--- config.mk ---
export PLATFORM = sky130hd
export DESIGN_NAME = registers_sb
export DESIGN_NICKNAME = d
export VERILOG_FILES = /design/src/rtl/registers_sb.sv
export SDC_FILE = /design/constraint.sdc
export NUM_CORES = 2
export LEC_CHECK = 0
export CORE_MARGIN = 8
export CORE_UTILIZATION = 63
export DETAILED_ROUTE_END_ITERATION = 6
export GPL_ROUTABILITY_DRIVEN = 0
export PLACE_DENSITY_LB_ADDON = 0.15
export SYNTH_ARGS = -nofsm -noshare
export SYNTH_HDL_FRONTEND = slang
export SYNTH_SLANG_ARGS = --single-unit
--- constraint.sdc ---
create_clock -name clock -period 6.4 [get_ports clock]
set_clock_uncertainty 0.15 [all_clocks]
set_input_delay 0.64 -clock clock [delete_from_list [all_inputs] [get_ports clock]]
set_output_delay 0.64 -clock clock [all_outputs]
set_load 0.05 [all_outputs]
--- src/rtl/registers_sb.sv ---
// registers_sb: parametrised register file for the pipelined datapath.
// Combinational read ports with same-cycle write bypass, an optional
// hardwired-zero register, and a pending-write scoreboard that drives
// per-port busy flags and a registered pending-register count.
module registers_sb #(
    parameter int DATA_WIDTH = 32,
    parameter int ADDR_WIDTH = 5,
    parameter int READ_PORTS = 2,
    parameter int ZERO_REG   = 1
) (
    input  logic                             clock,
    input  logic                             reset_n,
    input  logic                             regWrite,
    input  logic [ADDR_WIDTH-1:0]            writeRegister,
    input  logic [DATA_WIDTH-1:0]            writeData,
    input  logic                             issueValid,
    input  logic [ADDR_WIDTH-1:0]            issueRegister,
    input  logic [READ_PORTS*ADDR_WIDTH-1:0] readRegister,
    output logic [READ_PORTS*DATA_WIDTH-1:0] readData,
    output logic [READ_PORTS-1:0]            busy,
    output logic [ADDR_WIDTH:0]              pendingCount
);

    localparam int DEPTH = 1 << ADDR_WIDTH;

    logic [DATA_WIDTH-1:0] r_regs [DEPTH];
    logic [DEPTH-1:0]      r_pending;
    logic [ADDR_WIDTH:0]   r_count;

    logic                  w_wr_en;
    logic [DEPTH-1:0]      w_pending_next;
    logic [ADDR_WIDTH:0]   w_count_next;

    // Register 0 ignores writes when it is hardwired to zero.
    assign w_wr_en = regWrite && !((ZERO_REG != 0) && (writeRegister == '0));

    // Register array: cleared asynchronously, written on writeback.
    always_ff @(posedge clock or negedge reset_n) begin
        if (!reset_n) begin
            for (int k = 0; k < DEPTH; k++) begin
                r_regs[k] <= '0;
            end
        end else if (w_wr_en) begin
            r_regs[writeRegister] <= writeData;
        end
    end

    // Next scoreboard state: writeback clears, then issue sets (newer producer wins).
    always_comb begin
        w_pending_next = r_pending;
        if (regWrite) begin
            w_pending_next[writeRegister] = 1'b0;
        end
        if (issueValid) begin
            w_pending_next[issueRegister] = 1'b1;
        end
        if (ZERO_REG != 0) begin
            w_pending_next[0] = 1'b0;
        end
    end

    // Population count of the post-update pending vector.
    always_comb begin
        w_count_next = '0;
        for (int k = 0; k < DEPTH; k++) begin
            w_count_next = w_count_next + {{ADDR_WIDTH{1'b0}}, w_pending_next[k]};
        end
    end

    // Scoreboard and its count are registered together so they always agree.
    always_ff @(posedge clock or negedge reset_n) begin
        if (!reset_n) begin
            r_pending <= '0;
            r_count   <= '0;
        end else begin
            r_pending <= w_pending_next;
            r_count   <= w_count_next;
        end
    end

    assign pendingCount = r_count;

    // Independent read ports: zero register, then bypass, then stored value.
    for (genvar g = 0; g < READ_PORTS; g++) begin : g_rd
        logic [ADDR_WIDTH-1:0] w_addr;
        logic                  w_zero;
        logic                  w_byp;

        assign w_addr = readRegister[g*ADDR_WIDTH +: ADDR_WIDTH];
        assign w_zero = (ZERO_REG != 0) && (w_addr == '0);
        assign w_byp  = regWrite && (writeRegister == w_addr);

        assign readData[g*DATA_WIDTH +: DATA_WIDTH] =
            w_zero ? '0 : (w_byp ? writeData : r_regs[w_addr]);

        // A writeback arriving this cycle satisfies the reader through the bypass.
        assign busy[g] = !w_zero && r_pending[w_addr] && !w_byp;
    end

endmodule

## Word level (Yosys, flattened, before mapping)

Index checks and enable logic that the tools add are counted.

| word-level totals | value |
|---|---|
| word-level logic and storage cells | 123 |
| register bits after elaboration | 1061 |

| operators by class | value |
|---|---|
| bitwise gates (word level) | 6 |
| muxes and demuxes | 23 |
| reduce and logical (&&, ||, !) cells | 18 |
| equality and inequality tests | 2 |
| magnitude comparators | 10 |
| add/sub/neg operators | 30 |

Operators by type and width:

| cell | count |
|---|---|
| bitwise mux 1024 bit | 1 |
| 2-to-1 mux 32 bit | 11 |
| binary-select mux 32 bit (select 5 bit) | 2 |
| demux 32 bit (select 5 bit) | 1 |
| adder 6 x 1 -> 6 bit | 25 |
| AND 32 bit | 1 |
| NOT 32 bit | 1 |
| OR 32 bit | 1 |
| < comparator 5 x 6 -> 1 bit (second input constant) | 4 |
| >= comparator 6 bit (second input constant) | 3 |
| NOT 5 -> 6 bit | 3 |
| zero test 5 bit | 3 |
| binary-select mux 1 bit (select 5 bit) | 2 |
| demux 1 bit (select 5 bit) | 2 |
| equality test 5 bit | 2 |
| >= comparator 5 x 1 -> 1 bit (second input constant) | 2 |
| logical AND 1 bit | 10 |
| adder 5 x 1 -> 6 bit | 1 |
| < comparator 6 x 1 -> 1 bit (second input constant) | 1 |
| adder 4 x 1 -> 5 bit | 1 |
| zero test 1 bit | 5 |
| adder 3 x 1 -> 4 bit | 1 |
| 2-to-1 mux 1 bit | 4 |
| adder 2 x 1 -> 3 bit | 1 |
| adder 1 x 1 -> 2 bit | 1 |

## Depth between registers and ports, before layout

| depth | value |
|---|---|
| word-level depth | 39 |
| gate-level depth with buffers | 21 |
| depth with buffers taken out | 19 |

## Worst setup path before layout

OpenSTA, ideal clock, no wires.

| timing path | value |
|---|---|
| kind | input -> register |
| from | in writeRegister[4] |
| to | reg r_count[4] (netlist: pendingCount[4]) |
| stages on the path | 20 |
| slack | 0.114 ns |
| setup time | 0.080 ns |
| arrival | 6.056 ns |
| required time | 6.170 ns |
| cells stage by stage | clkbuf_1 > nor3b_1 > nand2_1 > clkbuf_1 > a22o_1 > fa_1 > inv_1 > fa_1 > fa_1 > inv_1 > fa_1 > fa_1 > fa_1 > inv_1 > fa_1 > inv_1 > fa_1 > a21o_1 > a21oi_1 > xnor2_1 |

| on the way | value |
|---|---|
| elaborated cells between the ends (all ways) | 40 |
| classes of those cells | add/sub (30); order compare (2); mux (4); bitwise (3); reduce/logical (1) |

RTL lines:

| item | line | source |
|---|---|---|
| start: declaration | 14 | `input logic [ADDR_WIDTH-1:0] writeRegister,` |
| < comparator 5 x 6 -> 1 bit (not written as such) or >= comparator 5 x 1 -> 1 bit (tied branches) | 52 | `w_pending_next[writeRegister] = 1'b0;` |
| logical AND 1 bit (not written as such) | 52 |  |
| 2-to-1 mux 1 bit (not written as such) | 52 |  |
| demux 1 bit (select 5 bit) (*) | 52 |  |
| NOT 32 bit (no source line) (*) | -- |  |
| AND 32 bit (no source line) (*) | -- |  |
| 2-to-1 mux 32 bit (*) | 51 | `if (regWrite) begin` |
| OR 32 bit (no source line) | -- |  |
| 2-to-1 mux 32 bit (*) | 54 | `if (issueValid) begin` |
| via w_pending_next[10] | 31 | `logic [DEPTH-1:0] w_pending_next;` |
| adder 6 x 1 -> 6 bit (*) (22 in series) | 66 | `w_count_next = w_count_next + {{ADDR_WIDTH{1'b0}}, w_pending_next[k]};` |
| via w_count_next[4] | 32 | `logic [ADDR_WIDTH:0] w_count_next;` |
| end signal: assignment | 77 | `r_count <= w_count_next;` |
| end: declaration | 28 | `logic [ADDR_WIDTH:0] r_count;` |

The timed path passes the listed nets; every way through them passes the cells marked *.
A chain may end at the register's enable or synchronous reset.

## Final worst setup path

| timing path | value |
|---|---|
| from | in writeRegister[3] |
| to | reg r_count[4] (netlist: pendingCount[4]) |

| on the way | value |
|---|---|
| word-level cells in the longest chain between the ends | 39 |
| elaborated cells between the ends (all ways) | 40 |
| classes of those cells | add/sub (30); order compare (2); mux (4); bitwise (3); reduce/logical (1) |

Ends and longest elaborated chain:

| item | line |
|---|---|
| < comparator 5 x 6 -> 1 bit (not written as such) or >= comparator 5 x 1 -> 1 bit (tied branches) | 52 |
| logical AND 1 bit (not written as such) | 52 |
| 2-to-1 mux 1 bit (not written as such) | 52 |
| demux 1 bit (select 5 bit) (*) | 52 |
| NOT 32 bit (no source line) (*) | -- |
| AND 32 bit (no source line) (*) | -- |
| 2-to-1 mux 32 bit (*) | 51 |
| OR 32 bit (no source line) | -- |
| 2-to-1 mux 32 bit (*) | 54 |
| adder 1 x 1 -> 2 bit | 66 |
| adder 2 x 1 -> 3 bit | 66 |
| adder 3 x 1 -> 4 bit | 66 |
| adder 4 x 1 -> 5 bit | 66 |
| adder 5 x 1 -> 6 bit | 66 |
| adder 6 x 1 -> 6 bit (24 in series) | 66 |
| adder 6 x 1 -> 6 bit (*) | 66 |
| via w_count_next[4] | 32 |

Marks and branches as above.

==> run metrics <==
Clock transition at path regs 0.06 ns; total grt overflow 0; Least-Margin Pin Slew 1.34 ns; post-CTS setup buffer count 0; layout cells sized above 1 0.488; Antenna Nets Post-Route 0; Total GRT Usage 0.364; Fmax 171 MHz; CTS max path bufs 3; placed cell area 0.0594 mm^2; ys flop type dfrtp_1; chip width 317 um; critical path class input port to register; setup violators final 0; number of H-tree levels 3; Synth Register Bits 1061; worst vdd ir 0.000693 V; failing checks DRC; fin nets 3894; post-layout power 22.4 mW; Port Buf Inserts 127; pwr dens 354 mW/mm^2; antenna violations before repair 8; Slew headroom 0.108; pin count of the biggest net entering global routing 181; top cell type's share of synthesized area 0.464; Layout area overhead 10.3%; number of buffers created by CTS 110; later-pin clock latency in the skew report 0.70 ns; most numerous cell in the Yosys netlist dfrtp_1; Mean Syn Cell Area 14.9 um^2; Setup crit start kind input port; Synth Net Count 3932; via density per instance 7.57; outcome complete, but fails checks; Remaining DRCs 1; asr flop ratio synth 1.00; Syn Std Cell Area 0.0572 mm^2; filler cell count 5881; library cells used by synthesis 59; RSZ-0062 raised after global routing no; Final Instance Area 0.0632 mm^2; via count 38487; vias in the first global route 40648; CTS root buffer clkbuf_16; total wire length 185000 um; Final Hold Fails 0; crit path time final 5.83 ns; worst-path fanout max 8; synth top area cells dfrtp_1 46%, mux4_2 20%, mux2_2 19%; max-cap viol count 0; CTS tree built; Slew Viols, Final 0; crit path capture type register; area occupied by multi-input gates 0.0287 mm^2; hpwl dp 107000 um; Seq/Total Area, Yosys 0.464; Ports 128; critical path required time 6.86 ns; cells resized by post-CTS repair 0; CTS sink count 1061; Die Ht 317 um; row count 110; Post-synth EDFFs 0; initial cell density of the core 0.636; Final period util 0.911; Placeable Area 0.0900 mm^2; DR WL/cell 36.4 um; synthesized instance count 3846; Yosys Warn Count 0; Worst Hold Class register to register; first-pass GRT wire length 274000 um; DIE AREA 0.101 mm^2; storage element area 0.0266 mm^2; leak pwr 27.5 nW; Initial DRC Count 4881; drt first pass iters 7; WP data arrival 6.29 ns; Yosys top cell by area dfrtp_1; top post-synthesis cells by count 1061 x dfrtp_1, 962 x mux2_2, 516 x mux4_2
area by class of cell:
type,instances,area share
multi-input cells,2312,0.454
flip-flops and latches,1061,0.420
clock buffers,169,0.0524
repair buffers,277,0.0408
well taps,1176,0.0233
clock inverters,36,0.00598
inverters,46,0.00273
diodes,4,0.000158
report_power, final:
| group | internal (mW) | switching [mW] | total, mW |
|---|---|---|---|
| registers | 8.06 | 0.979 | 9.04 |
| logic | 3.57 | 3.20 | 6.77 |
| clock network | 3.83 | 2.74 | 6.57 |
| total | 15.5 | 6.92 | 22.4 |
cells in the final DEF, fill, tap and decap left out, types with 6 or more instances in the layout:
cell	n
clkdlybuf4s50_1	85
clkinv_2	25
o22a_1	9
nor3b_1	9
inv_1	46
a21oi_1	17
o21a_1	6
dfrtp_1	1061
and3b_1	6
clkbuf_8	26
bufinv_16	7
nand3_1	17
mux4_2	516
nand2_1	150
mux2_2	962
a32o_1	30
buf_4	165
fa_1	23
clkbuf_16	114
nor2_1	41
clkbuf_1	30
a22oi_1	89
nor3_1	6
o221a_2	9
ha_1	7
o211ai_1	10
nand2b_1	14
or2_2	6
buf_12	19
mux2i_1	126
nand2_2	16
a211oi_1	15
o22ai_1	81
nor2b_1	8
o21ai_0	25
a22o_1	27
nor2_4	17
xnor2_1	11
final timing paths:
path,start,end,slack (ns),cells after the start
min in group asynchronous,reset_n,r_regs[949],0.51,2
worst max-delay path,writeRegister[3],pendingCount[4],0.57,20
max in group asynchronous,reset_n,r_regs[715],4.01,3
worst min register to register,r_regs[998],r_regs[998],0.24,0
worst min-delay path,r_regs[998],r_regs[998],0.24,0
worst max register to register,r_pending[28],pendingCount[4],1.16,16
flip-flops by register name, summed over array words and instances (netlist names):
register / cells
r_regs: 1024
pendingCount: 6
r_pending: 31
critical path, stage by stage:
cell and delay, ns:
clkdlybuf4s50_1 0.43, buf_4 0.18, nor3b_1 0.25, buf_4 0.19
nand2_2 0.06, a22oi_1 0.27, fa_1 0.50, fa_1 0.49
fa_1 0.53, inv_1 0.06, fa_1 0.49, fa_1 0.55
fa_1 0.42, inv_1 0.09, fa_1 0.17, inv_1 0.07
fa_1 0.44, a21o_1 0.17, a21oi_1 0.17, xnor2_1 0.13
stage by stage:
stage	instances	setup TNS [ns]	hold slack, ns	worst slack, ns	util
2_1_floorplan	3846	0	0.194	0.114	-
3_3_place_gp	4871	-0.0244	0.227	-0.0244	0.660
3_5_place_dp	4871	-0.160	0.233	-0.120	0.660
4_1_cts	5077	0	0.247	0.595	0.702
5_1_grt	5079	0	0.257	0.297	0.702
6_report	5081	0	0.243	0.568	0.702
cells by family after synthesis:
family                   Yosys count  share of synthesized area
adder cells (fa/ha/maj)           30                    0.00957
AO/OA/AOI/OAI                    346                     0.0449
buffers and inverters            473                     0.0384
XOR/XNOR                          13                    0.00199
flip-flops                      1061                      0.464
AND/OR/NAND/NOR                  314                     0.0247
multiplexers                    1609                      0.417
timing repair:
item                                   CTS  global route
hold buffers                             1             0
setup endpoints to repair                0             0
endpoints found under the hold margin  106             0
routing by layer:
metal,global-route usage,vias up,share of wire
met1,0.482,20436,0.37
li1,-,14743,-
met4,0.192,4,0.060
met5,0,-,0.00014
met3,0.125,629,0.12
met2,0.535,2675,0.45
Power figures use the tool's default switching activity.
